[config.mk]
export PLATFORM = sky130hd
export DESIGN_NAME = ps2_scancode_rx
export DESIGN_NICKNAME = d
export VERILOG_FILES = /design/src/rtl/ps2_scancode_rx.sv
export SDC_FILE = /design/constraint.sdc
export NUM_CORES = 1
export LEC_CHECK = 0
export ABC_AREA = 1
export ABC_CLOCK_PERIOD_IN_PS = 1600
export BUFFER_PORTS_ARGS = -buffer_cell sky130_fd_sc_hd__buf_2
export CAP_MARGIN = 20
export CELL_PAD_IN_SITES_DETAIL_PLACEMENT = 0
export CELL_PAD_IN_SITES_GLOBAL_PLACEMENT = 2
export CORE_MARGIN = 4
export CORE_UTILIZATION = 30
export DETAILED_ROUTE_END_ITERATION = 8
export PLACE_DENSITY = 0.81
export SYNTH_ARGS = -nofsm -noshare
export SYNTH_HDL_FRONTEND = slang
export SYNTH_SLANG_ARGS = --single-unit
[constraint.sdc]
create_clock -name clk -period 1.6 [get_ports clk]
set_input_delay 0.08 -clock clk [delete_from_list [all_inputs] [get_ports clk]]
set_output_delay 0.08 -clock clk [all_outputs]
set_load 0.05 [all_outputs]
[src/rtl/ps2_scancode_rx.sv]
// PS/2 keyboard receiver: decodes 11-bit frames and strips F0/E0 prefixes.
// Emits one-cycle make/break/error pulses with the final scan code held on keyboardValue.
module ps2_scancode_rx #(
  parameter int TIMEOUT_CYCLES = 10000
) (
  input  logic       clk,
  input  logic       reset,
  input  logic       ps2Clk,
  input  logic       ps2Data,
  output logic [7:0] keyboardValue,
  output logic       keyValid,
  output logic       keyRelease,
  output logic       keyExtended,
  output logic       frameError
);

  localparam int CNT_W = $clog2(TIMEOUT_CYCLES + 1);
  localparam logic [CNT_W-1:0] CNT_MAX = CNT_W'(TIMEOUT_CYCLES);

  typedef enum logic [1:0] {IDLE, DATA, PARITY, STOP} state_t;

  state_t           state_q, state_d;
  logic [2:0]       clk_sync_q, clk_sync_d;
  logic [1:0]       data_sync_q, data_sync_d;
  logic [2:0]       bit_cnt_q, bit_cnt_d;
  logic [7:0]       shift_q, shift_d;
  logic             parity_q, parity_d;
  logic [CNT_W-1:0] timer_q, timer_d;
  logic             brk_pend_q, brk_pend_d;
  logic             ext_pend_q, ext_pend_d;
  logic [7:0]       key_value_q, key_value_d;
  logic             key_ext_q, key_ext_d;
  logic             key_valid_q, key_valid_d;
  logic             key_release_q, key_release_d;
  logic             frame_error_q, frame_error_d;
  logic             fall;
  logic             data_bit;

  // clk_sync_q[2] holds the previous synchronized value, used only for edge detection.
  assign fall     = clk_sync_q[2] & ~clk_sync_q[1];
  assign data_bit = data_sync_q[1];

  always_comb begin
    state_d       = state_q;
    clk_sync_d    = {clk_sync_q[1:0], ps2Clk};
    data_sync_d   = {data_sync_q[0], ps2Data};
    bit_cnt_d     = bit_cnt_q;
    shift_d       = shift_q;
    parity_d      = parity_q;
    timer_d       = timer_q;
    brk_pend_d    = brk_pend_q;
    ext_pend_d    = ext_pend_q;
    key_value_d   = key_value_q;
    key_ext_d     = key_ext_q;
    key_valid_d   = 1'b0;
    key_release_d = 1'b0;
    frame_error_d = 1'b0;

    if (state_q == IDLE || fall) begin
      timer_d = '0;
    end else if (timer_q != CNT_MAX) begin
      timer_d = timer_q + 1'b1;
    end

    // A stalled frame takes priority over any edge arriving in the same cycle.
    if (state_q != IDLE && timer_q == CNT_MAX) begin
      state_d       = IDLE;
      frame_error_d = 1'b1;
      brk_pend_d    = 1'b0;
      ext_pend_d    = 1'b0;
    end else if (fall) begin
      case (state_q)
        IDLE: begin
          if (!data_bit) begin
            state_d   = DATA;
            bit_cnt_d = 3'd0;
          end
        end
        DATA: begin
          shift_d[bit_cnt_q] = data_bit;
          bit_cnt_d          = bit_cnt_q + 3'd1;
          if (bit_cnt_q == 3'd7) begin
            state_d = PARITY;
          end
        end
        PARITY: begin
          parity_d = data_bit;
          state_d  = STOP;
        end
        STOP: begin
          state_d = IDLE;
          if ((^{shift_q, parity_q}) && data_bit) begin
            if (shift_q == 8'hF0) begin
              brk_pend_d = 1'b1;
            end else if (shift_q == 8'hE0) begin
              ext_pend_d = 1'b1;
            end else begin
              key_value_d   = shift_q;
              key_ext_d     = ext_pend_q;
              key_release_d = brk_pend_q;
              key_valid_d   = ~brk_pend_q;
              brk_pend_d    = 1'b0;
              ext_pend_d    = 1'b0;
            end
          end else begin
            frame_error_d = 1'b1;
            brk_pend_d    = 1'b0;
            ext_pend_d    = 1'b0;
          end
        end
        default: state_d = IDLE;
      endcase
    end
  end

  // Synchronizers reset to the idle-high bus level so reset never fakes an edge.
  always_ff @(posedge clk) begin
    if (reset) begin
      state_q       <= IDLE;
      clk_sync_q    <= 3'b111;
      data_sync_q   <= 2'b11;
      bit_cnt_q     <= 3'd0;
      shift_q       <= 8'h00;
      parity_q      <= 1'b0;
      timer_q       <= '0;
      brk_pend_q    <= 1'b0;
      ext_pend_q    <= 1'b0;
      key_value_q   <= 8'h00;
      key_ext_q     <= 1'b0;
      key_valid_q   <= 1'b0;
      key_release_q <= 1'b0;
      frame_error_q <= 1'b0;
    end else begin
      state_q       <= state_d;
      clk_sync_q    <= clk_sync_d;
      data_sync_q   <= data_sync_d;
      bit_cnt_q     <= bit_cnt_d;
      shift_q       <= shift_d;
      parity_q      <= parity_d;
      timer_q       <= timer_d;
      brk_pend_q    <= brk_pend_d;
      ext_pend_q    <= ext_pend_d;
      key_value_q   <= key_value_d;
      key_ext_q     <= key_ext_d;
      key_valid_q   <= key_valid_d;
      key_release_q <= key_release_d;
      frame_error_q <= frame_error_d;
    end
  end

  assign keyboardValue = key_value_q;
  assign keyValid      = key_valid_q;
  assign keyRelease    = key_release_q;
  assign keyExtended   = key_ext_q;
  assign frameError    = frame_error_q;

endmodule

# ---- Yosys cells after proc, flatten, opt, wreduce, memory -nomap -nowiden
# Cells that the tools add are included.
dict set report op_classes {
  n_addsub 2
  n_reduce_logical 18
  bitwise_logic 9
  n_mux 18
  magnitude_cmp 2
  n_eq_ne 12
}
# operator n
set op_table {}
lappend op_table {{$eq A8 B8 Y1 const B} 2}
lappend op_table {{$reduce_and A3 Y1} 5}
lappend op_table {{$add A14 B1 Y14 const B} 1}
lappend op_table {{$eq A14 B14 Y1 const B} 1}
lappend op_table {{$ne A14 B14 Y1 const B} 1}
lappend op_table {{$mux W1} 11}
lappend op_table {{$reduce_xor A9 Y1} 1}
lappend op_table {{$bwmux W8} 1}
lappend op_table {{$not A1 Y1} 8}
lappend op_table {{$pmux W2 S4} 1}
lappend op_table {{$reduce_or A7 Y1} 1}
lappend op_table {{$ne A2 B2 Y1 const B} 3}
lappend op_table {{$pmux W3 S2} 1}
lappend op_table {{$reduce_and A6 Y1} 1}
lappend op_table {{$eq A2 B2 Y1 const B} 2}
lappend op_table {{$lt A3 B4 Y1 const B} 1}
lappend op_table {{$mux W2} 2}
lappend op_table {{$reduce_and A4 Y1} 1}
lappend op_table {{$reduce_bool A2 Y1} 2}
lappend op_table {{$reduce_or A2 Y1} 2}
lappend op_table {{$add A3 B1 Y3 const B} 1}
lappend op_table {{$demux W1 S3} 1}
lappend op_table {{$eq A3 B3 Y1 const B} 1}
lappend op_table {{$ge A3 B1 Y1 const B} 1}
lappend op_table {{7 further kinds} 9}
dict set report totals {
  in_bits 4
  elab_cells 75
  register_bits 47
}

# ---- Depth between registers and ports, before layout
# Gate-level depths: netlist of run 1.
dict set report logic_depth {
  word_depth 6
  depth_mapped 11
  mapped_depth_nobuf 11
}

# ---- Worst setup path after synthesis of run 1
# No wires, ideal clock.
dict set report synth_path {
  kind {register to register}
  startpoint {register timer_q[0]}
  endpoint {register key_value_q[4] (netlist: keyboardValue[4])}
  required_ns 1.487
  setup_slack_ns 0.079
  synth_period_minus_slack_ns 1.521
  stages_incl_launch_ff 12
  t_arrival_ns 1.409
  cell_sequence {dfxtp_1 > inv_1 > ha_1 > nand3_1 > nor2_1 > nand2_1 > nor2_2 > nor2_4 > nand4_4 > buf_6 > nor2_1 > nor2_1}
}
dict set report synth_via {
  elab_chain_len 4
}
# element line
set synth_lines {}
lappend synth_lines {{start, declared} 28} ;# logic [CNT_W-1:0] timer_q, timer_d;
lappend synth_lines {{start signal, assigned} 140} ;# timer_q <= timer_d;
lappend synth_lines {{$eq A14 B14 Y1} 66} ;# if (state_q != IDLE && timer_q == CNT_MAX) begin
lappend synth_lines {{$logic_and A1 B1 Y1} 66}
lappend synth_lines {{$not A1 Y1 (no source line)} -}
lappend synth_lines {{$reduce_and A6 Y1 (no source line)} -}
lappend synth_lines {{end signal, assigned} 143} ;# key_value_q <= key_value_d;
lappend synth_lines {{end, declared} 31} ;# logic [7:0] key_value_q, key_value_d;
# No other way between the ends.
# A chain may end at the register's enable or synchronous reset.

# ---- Final worst setup path of run 1
dict set report layout_path {
  startpoint {register shift_q[5]}
  endpoint {register key_value_q[4] (netlist: keyboardValue[4])}
}
dict set report layout_via {
  elab_chain_len 3
  elab_cells_between_ends 7
  cone_classes {eq/ne: 2; bitwise: 2; reduce/logical: 3}
}
# element line
set layout_lines {}
lappend layout_lines {{start, declared} 26} ;# logic [7:0] shift_q, shift_d;
lappend layout_lines {{start signal, assigned} 138} ;# shift_q <= shift_d;
lappend layout_lines {{$eq A8 B8 Y1, or another cell as far along} 95} ;# end else if (shift_q == 8'hE0) begin
lappend layout_lines {{$not A1 Y1 (no source line) or $logic_and A1 B1 Y1 (tied branches)} -}
lappend layout_lines {{$reduce_and A6 Y1 (no source line) *} -}
# Every way passes the cells marked *; elsewhere a longest branch is shown, timed or not.

==> results of run 1 <==
## repair_timing
action                     in CTS  in global routing
hold buffers                    2                  0
setup buffers                   1                  2
gates cloned                    0                  2
setup endpoints to repair      10                 29
gates resized for setup         0                 58
hold endpoints to repair        2                  0
pin swaps                       1                  1
## worst paths after layout
check	end	slack, ns	start
setup / recovery	keyboardValue[4]	0.05	shift_q[5]
hold / removal	bit_cnt_q[1]	0.13	reset
hold reg to reg	clk_sync_q[1]	0.41	clk_sync_q[0]
setup reg to reg	keyboardValue[4]	0.05	shift_q[5]
## cell type report
class	instances	area, µm²	area share
Multi-Input combinational cell	234	1340	0.435
Sequential cell	47	968	0.314
Timing Repair Buffer	43	350	0.113
Inverter	56	210	0.0681
Tap cell	102	128	0.0413
Clock buffer	6	82.6	0.0267
Clock inverter	1	5.00	0.00162
## power breakdown
part           switching (W)  total (W)  internal (W)
Sequential        0.00000337    0.00117       0.00117
Clock               0.000393   0.000733      0.000340
Combinational      0.0000367  0.0000613     0.0000246
## through the flow
| stage | hold WS, ns | area [µm²] | setup TNS, ns | instances | total power (W) |
|---|---|---|---|---|---|
| final | 0.131 | 3090 | 0 | 489 | 0.00196 |
| after global routing | 0.140 | 3090 | -0.451 | 489 | 0.00205 |
| after CTS | 0.122 | 2850 | 0 | 485 | 0.00201 |
| after detailed placement | 0.269 | 2720 | -0.369 | 475 | 0.00126 |
| after global placement | 0.265 | 2720 | 0 | 475 | 0.00126 |
| after floorplan | 0.184 | 2390 | 0 | 344 | 0.00124 |
## cells by family after synthesis
group | share of synthesized area
simple gates | 0.336
buf+inv | 0.103
compound gates | 0.114
flops | 0.394
fa+ha+maj | 0.0420
xor+xnor | 0.0110
## worst reg2reg max path, stage by stage (launching register included)
cell and delay (ns):
sky130_fd_sc_hd__dfxtp_4 0.38, sky130_fd_sc_hd__nor2_4 0.15, sky130_fd_sc_hd__inv_2 0.04, sky130_fd_sc_hd__nand2_2 0.07
sky130_fd_sc_hd__nand2_2 0.05, sky130_fd_sc_hd__nand2_2 0.08, sky130_fd_sc_hd__nand2_2 0.07, sky130_fd_sc_hd__nand3_4 0.09
sky130_fd_sc_hd__nand4_4 0.16, sky130_fd_sc_hd__clkbuf_16 0.21, sky130_fd_sc_hd__nor2_1 0.10, sky130_fd_sc_hd__nor2_1 0.06
## cell usage after synthesis, drive strengths merged (4+ instances only)
| master | n |
|---|---|
| buf | 4 |
| or2 | 7 |
| dfxtp | 47 |
| o21ai | 19 |
| ha | 8 |
| nor2 | 46 |
| nand3 | 11 |
| inv | 56 |
| nand4 | 14 |
| a21oi | 30 |
| nor3 | 6 |
| nand2 | 84 |
## sequential cells by signal, summed over array words and instances (netlist names)
| register | cells |
|---|---|
| bit_cnt_q | 3 |
| brk_pend_q | 1 |
| clk_sync_q | 3 |
| data_sync_q | 2 |
| ext_pend_q | 1 |
| frameError | 1 |
| keyExtended | 1 |
| keyRelease | 1 |
| keyValid | 1 |
| keyboardValue | 8 |
| parity_q | 1 |
| shift_q | 8 |
| state_q | 2 |
| timer_q | 14 |
## placed cells by master, fill, tap and decap left out, types with 2 or more instances in the layout
master,count
sky130_fd_sc_hd__nand2_1,64
sky130_fd_sc_hd__inv_1,45
sky130_fd_sc_hd__nor2_1,38
sky130_fd_sc_hd__dfxtp_1,35
sky130_fd_sc_hd__a21oi_1,28
sky130_fd_sc_hd__buf_4,22
sky130_fd_sc_hd__o21ai_0,18
sky130_fd_sc_hd__nand2_2,17
sky130_fd_sc_hd__buf_2,15
sky130_fd_sc_hd__nand4_1,13
sky130_fd_sc_hd__inv_2,11
sky130_fd_sc_hd__nand3_1,7
sky130_fd_sc_hd__dfxtp_2,7
sky130_fd_sc_hd__clkbuf_8,6
sky130_fd_sc_hd__nor2_2,5
sky130_fd_sc_hd__or2_2,5
sky130_fd_sc_hd__ha_1,5
sky130_fd_sc_hd__dfxtp_4,5
sky130_fd_sc_hd__nor3_1,3
sky130_fd_sc_hd__nor2_4,3
sky130_fd_sc_hd__nand3_2,3
sky130_fd_sc_hd__nor3_2,3
sky130_fd_sc_hd__nand2_4,2
sky130_fd_sc_hd__a21oi_2,2
sky130_fd_sc_hd__ha_4,2
sky130_fd_sc_hd__clkbuf_16,2
sky130_fd_sc_hd__dlygate4sd3_1,2
sky130_fd_sc_hd__buf_12,2
## per-layer routing
layer | vias up | track usage | share of wire
met3 | 5 | 0.0273 | 0.031
met5 | - | 0 | 0
met4 | 0 | 0.0356 | 0.013
met1 | 935 | 0.162 | 0.53
met2 | 23 | 0.162 | 0.42
li1 | 1172 | - | -
==> impl_metrics.py, run 1 <==
metrics = {
    "routing": {
        "detail_route.wirelength_um": 5510,
        "vias": 2135,
        "detail_route.drc_violations": 0,
        "drt_iter0_markers": 64,
        "antenna_violating_nets_post_route": 0,
        "drt-wirelength-per-cell_um": 11.3,
        "dr.pass1.iters": 4,
        "drt-vias-per-instance": 4.37,
    },
    "critical_path": {
        "crit_required_ns": 1.80,
        "r2r.worst_path.cells": 11,
        "endpoint_kind": "flip-flop",
        "critPathMaxFanout": 9,
        "cp.arrival_ns": 1.75,
        "worst_path_most_repeated_cell": "sky130_fd_sc_hd__nand2_2",
        "path_depth": 11,
        "worstPathBufferInverterCount": 2,
        "path_class": "reg2reg",
        "crit_path_top_delay_cell": "sky130_fd_sc_hd__dfxtp_4",
        "worstPathCellList": "nor2_4 -> inv_2 -> nand2_2 -> nand2_2 -> nand2_2 -> nand2_2 -> nand3_4 -> nand4_4 -> clkbuf_16 -> nor2_1 -> nor2_1",
        "critPathLaunchType": "flip-flop",
        "cp_top_family": "simple AND/OR/NAND/NOR gates",
        "critPathMaxStageDelay_ns": 0.38,
    },
    "worst_hold_path": {
        "hold_class": "in2reg",
        "timing.hold.worst_path_depth": 2,
    },
    "cells_and_area": {
        "drive_above_1_share": 0.313,
        "postLayoutCoreUtil": 0.400,
        "antenna-diode-count": 0,
        "syn_to_final_growth_pct": 29.4,
        "nFillCells": 817,
        "post_layout_net_count": 399,
    },
    "floorplan": {
        "core_mm2": 0.00773,
        "die_h_um": 97.2,
        "die-area_mm2": 0.00944,
        "die_w_um": 97.2,
        "floorplan.initialDensity": 0.309,
        "std_cell_rows": 32,
        "io_count": 16,
    },
    "sta": {
        "clock_skew_ns": 0.00729,
        "max-slew-margin-rel": 0.755,
        "worst_slack_ns": 0.0478,
        "period_share": 0.970,
        "rsz0062_at_grt": "yes",
        "setup-violations-final": 0,
        "post-route-min-period_ns": 1.55,
        "max_freq_mhz": 644,
        "slew_viol_final": 0,
        "timing_worst_slew_pin_value_ns": 0.367,
        "hold_viol_final": 0,
    },
    "logic_synthesis": {
        "synth.net_count": 356,
        "asyncSetResetFlopFracSynth": 0,
        "ys_seq_area_frac": 0.394,
        "number_of_register_bits_inferred_by_synthesis": 47,
        "synth_top_cells_by_area": "sky130_fd_sc_hd__dfxtp_1 39%, sky130_fd_sc_hd__nand2_1 13%, sky130_fd_sc_hd__inv_1 7.6%",
        "yosysTopAreaCellShare": 0.394,
        "number_of_enable_flip_flop_cells_after_synthesis": 0,
        "post_synth.cell_area_avg_um2": 6.94,
        "synthesis.instances": 344,
        "yosys_most_used_dff": "sky130_fd_sc_hd__dfxtp_1",
        "synth_top_area_cell": "sky130_fd_sc_hd__dfxtp_1",
        "synthDistinctLibCells": 32,
        "synth.yosys.warnings": 0,
        "syn-cell-area_mm2": 0.00239,
    },
    "grt": {
        "grt_overflow": 0,
        "grt_first_pass_wirelength_um": 8780,
        "grt_start_max_net_pins": 20,
        "groute.usage.overall": 0.112,
        "initial_antenna_violation_count": 0,
        "grt_pass1_vias": 1900,
    },
    "outcome": {
        "run_status": "completed",
    },
    "clock_tree": {
        "cts_root_buffer": "sky130_fd_sc_hd__clkbuf_8",
        "clk-insertion-delay-late_ns": 0.30,
        "cts_tree": "built",
        "cts_inserted_buffers": 5,
        "ctsLongestPathBuffers": 2,
        "clk_pin_slew_ns": 0.09,
        "htree_num_levels": 2,
        "clock_sinks": 47,
    },
    "power": {
        "worst_vdd_ir_uv": 391,
        "leakage_nw": 1.38,
        "power.density_mw_per_mm2": 636,
    },
    "placed_design": {
        "detailed_place_hpwl_um": 3980,
        "io_buffer_count": 15,
        "post-place-ws_ns": -0.0601,
        "place_congestion": 0.760,
    },
    "job": {
        "number_of_maximum_capacitance_violations": 0,
    },
}
(Power assumes the default switching activity.)
==> run 2: changes to the inputs <==
--- a/config.mk
+++ b/config.mk
@@ -11,6 +11,7 @@
 export CAP_MARGIN = 20
 export CELL_PAD_IN_SITES_DETAIL_PLACEMENT = 0
 export CELL_PAD_IN_SITES_GLOBAL_PLACEMENT = 2
+export CORE_ASPECT_RATIO = 1.5
 export CORE_MARGIN = 4
 export CORE_UTILIZATION = 30
 export DETAILED_ROUTE_END_ITERATION = 8
==> run 2 against run 1 <==
Effect of this change: maximum frequency rose by 1.3%; global-route usage increased by 1.4 points; critical path depth is the same; utilization fell by 0.55 points; worst setup slack improved by 0.020 ns; first-iteration DRC count rose by 4.7%; highest routed layer unchanged; non-clock buffer count is 2 lower; hold slack improved by 0.032 ns; register-to-register slack improved by 0.02 ns; sequential share of layout area rose by 0.42 points; routed wire length up 0.27%; largest cell class unchanged; final area shrank 2.2%; critical endpoint is now keyboardValue[5].
==> impl_metrics.py, run 2 (same netlist as run 1, synthesis figures left out) <==
metrics = {
    "sta": {
        "timing_worst_slew_pin_value_ns": 0.274,
        "max-slew-margin-rel": 0.816,
        "fin_worst_hold_slack_ns": 0.163,
        "max_freq_mhz": 653,
        "slew_viol_final": 0,
        "tns_ns": 0,
        "hold_viol_final": 0,
        "post-route-min-period_ns": 1.53,
        "period_share": 0.958,
        "rsz0062_at_grt": "yes",
        "clock_skew_ns": 0.00578,
        "setup-violations-final": 0,
    },
    "critical_path": {
        "crit_path_top_delay_cell": "sky130_fd_sc_hd__dfxtp_2",
        "ff2ff_setup_slack_ns": 0.07,
        "critPathLaunchType": "flip-flop",
        "crit_end": "keyboardValue[5]",
        "reg2reg_from": "timer_q[0]",
        "worstPathBufferInverterCount": 2,
        "critical_path.reg2reg.endpoint": "keyboardValue[5]",
        "worstPathCellList": "inv_2 -> ha_4 -> nand3_2 -> nor2_2 -> nand2_2 -> nor2_4 -> nor2_4 -> nand4_4 -> clkbuf_16 -> nor2_1 -> nor2_1",
        "critPathMaxStageDelay_ns": 0.33,
        "cp_top_family": "simple AND/OR/NAND/NOR gates",
        "path_depth": 11,
        "critPathMaxFanout": 7,
        "r2r.worst_path.cells": 11,
        "cp.arrival_ns": 1.71,
        "worst_setup_path_startpoint": "timer_q[0]",
        "crit_required_ns": 1.78,
        "path_class": "reg2reg",
        "endpoint_kind": "flip-flop",
    },
    "floorplan": {
        "core_mm2": 0.00766,
        "die_w_um": 80.8,
        "die-area_mm2": 0.00947,
        "floorplan.initialDensity": 0.311,
        "std_cell_rows": 39,
        "die_h_um": 117,
        "io_count": 16,
    },
    "power": {
        "power.density_mw_per_mm2": 732,
        "sequentialPowerShare": 0.532,
        "clockPowerShare": 0.440,
        "switching_power_w": 0.000450,
        "leakage_nw": 1.36,
        "switching_share": 0.203,
        "worst_vdd_ir_uv": 548,
        "intPower_w": 0.00176,
        "share_comb_of_total_power": 0.029,
    },
    "cells_and_area": {
        "nFillCells": 852,
        "layout.cells.most_common_list": "74 x sky130_fd_sc_hd__nand2_1, 45 x sky130_fd_sc_hd__inv_1, 36 x sky130_fd_sc_hd__nor2_1",
        "antenna-diode-count": 0,
        "regArea_um2": 960,
        "multiInputGateArea_mm2": 0.00128,
        "drive_above_1_share": 0.276,
        "finish.instance_area_mm2": 0.00302,
        "largest_register": "timer_q",
        "post_layout_net_count": 397,
        "syn_to_final_growth_pct": 26.5,
        "largest_register_ff_count": 14,
        "most_common_cell_after_layout_fill_and_taps_aside": "sky130_fd_sc_hd__nand2_1",
    },
    "clock_tree": {
        "cts_tree": "built",
        "cts_inserted_buffers": 5,
        "clk-insertion-delay-late_ns": 0.29,
        "cts_root_buffer": "sky130_fd_sc_hd__clkbuf_16",
        "ctsLongestPathBuffers": 2,
        "clock_sinks": 47,
        "clk_pin_slew_ns": 0.06,
        "htree_num_levels": 2,
    },
    "routing": {
        "dr.pass1.iters": 4,
        "vias": 2146,
        "drt-wirelength-per-cell_um": 11.4,
        "detail_route.drc_violations": 0,
        "drt-vias-per-instance": 4.42,
        "drt_iter0_markers": 67,
        "antenna_violating_nets_post_route": 0,
        "detail_route.wirelength_um": 5520,
    },
    "placed_design": {
        "place_congestion": 0.760,
        "placedInstanceArea_mm2": 0.00269,
        "detailed_place_hpwl_um": 4120,
        "io_buffer_count": 15,
    },
    "outcome": {
        "run_status": "completed",
    },
    "grt": {
        "initial_antenna_violation_count": 0,
        "grt_overflow": 0,
        "grt_first_pass_wirelength_um": 9120,
        "grt_pass1_vias": 1997,
        "grt_start_max_net_pins": 20,
        "groute.usage.overall": 0.126,
    },
    "job": {
        "number_of_maximum_capacitance_violations": 0,
    },
    "worst_hold_path": {
        "hold_class": "in2reg",
    },
}
-- run 2: cell types whose count changed in the layout (fill, tap and decap cells not counted), sizes merged --
cell,before,now
clkbuf,8,7
clkinv,1,0
buf,39,38
-- run 2: metrics by stage --
step / utilization / cells / setup WS [ns] / total power [W]
floorplan: - / 344 / 0.0785 / 0.00124
global placement: 0.351 / 472 / -0.0326 / 0.00126
detailed placement: 0.351 / 472 / -0.0910 / 0.00126
CTS: 0.374 / 482 / 0.0327 / 0.00226
global route: 0.394 / 486 / -0.0179 / 0.00231
finish: 0.394 / 486 / 0.0677 / 0.00221
-- run 2: worst min path at each step --
stage | start | to | slack [ns] | depth (start not counted)
final | reset | bit_cnt_q[0] | 0.16 | 2
after detailed placement | ps2Data | data_sync_q[0] | 0.26 | 2
after global placement | ps2Data | data_sync_q[0] | 0.27 | 2
after floorplan | ps2Clk | clk_sync_q[0] | 0.18 | 1
after global routing | reset | keyValid | 0.19 | 2
after CTS | reset | bit_cnt_q[0] | 0.16 | 2
-- run 2: layout make-up --
class,instances,area share
Sequential cell,47,0.318
Clock buffer,6,0.0427
Tap cell,102,0.0423
Inverter,56,0.0696
Multi-Input combinational cell,234,0.425
Timing Repair Buffer,41,0.102
-- run 2: worst reg2reg max path, stage by stage, from the launching register on --
cell and delay [ns]:
sky130_fd_sc_hd__dfxtp_2 0.33, sky130_fd_sc_hd__inv_2 0.05, sky130_fd_sc_hd__ha_4 0.15, sky130_fd_sc_hd__nand3_2 0.07
sky130_fd_sc_hd__nor2_2 0.04, sky130_fd_sc_hd__nand2_2 0.10, sky130_fd_sc_hd__nor2_4 0.06, sky130_fd_sc_hd__nor2_4 0.13
sky130_fd_sc_hd__nand4_4 0.16, sky130_fd_sc_hd__clkbuf_16 0.20, sky130_fd_sc_hd__nor2_1 0.09, sky130_fd_sc_hd__nor2_1 0.05
-- run 2: per-layer routing --
metal,vias up,GRT usage,wire length [µm]
met5,-,0,0
met4,0,0.0507,89
met3,6,0.0276,115
met2,18,0.237,3060
met1,955,0.134,2250
li1,1167,-,-
-- run 2: repair_timing --
item	in CTS	in global routing
gates cloned	0	1
hold endpoints to repair	2	0
hold buffers	2	0
buffers inserted	2	3
endpoints found under the setup margin	12	24
pin swaps	1	8
resized for setup	1	41
-- run 2: power by group through the flow --
stage               clock network [W]  registers, W  logic [W]
floorplan                           0       0.00120  0.0000336
global placement                    0       0.00120  0.0000573
detailed placement                  0       0.00120  0.0000575
CTS                           0.00102       0.00118  0.0000614
global route                  0.00107       0.00118  0.0000709
finish                       0.000972       0.00118  0.0000630
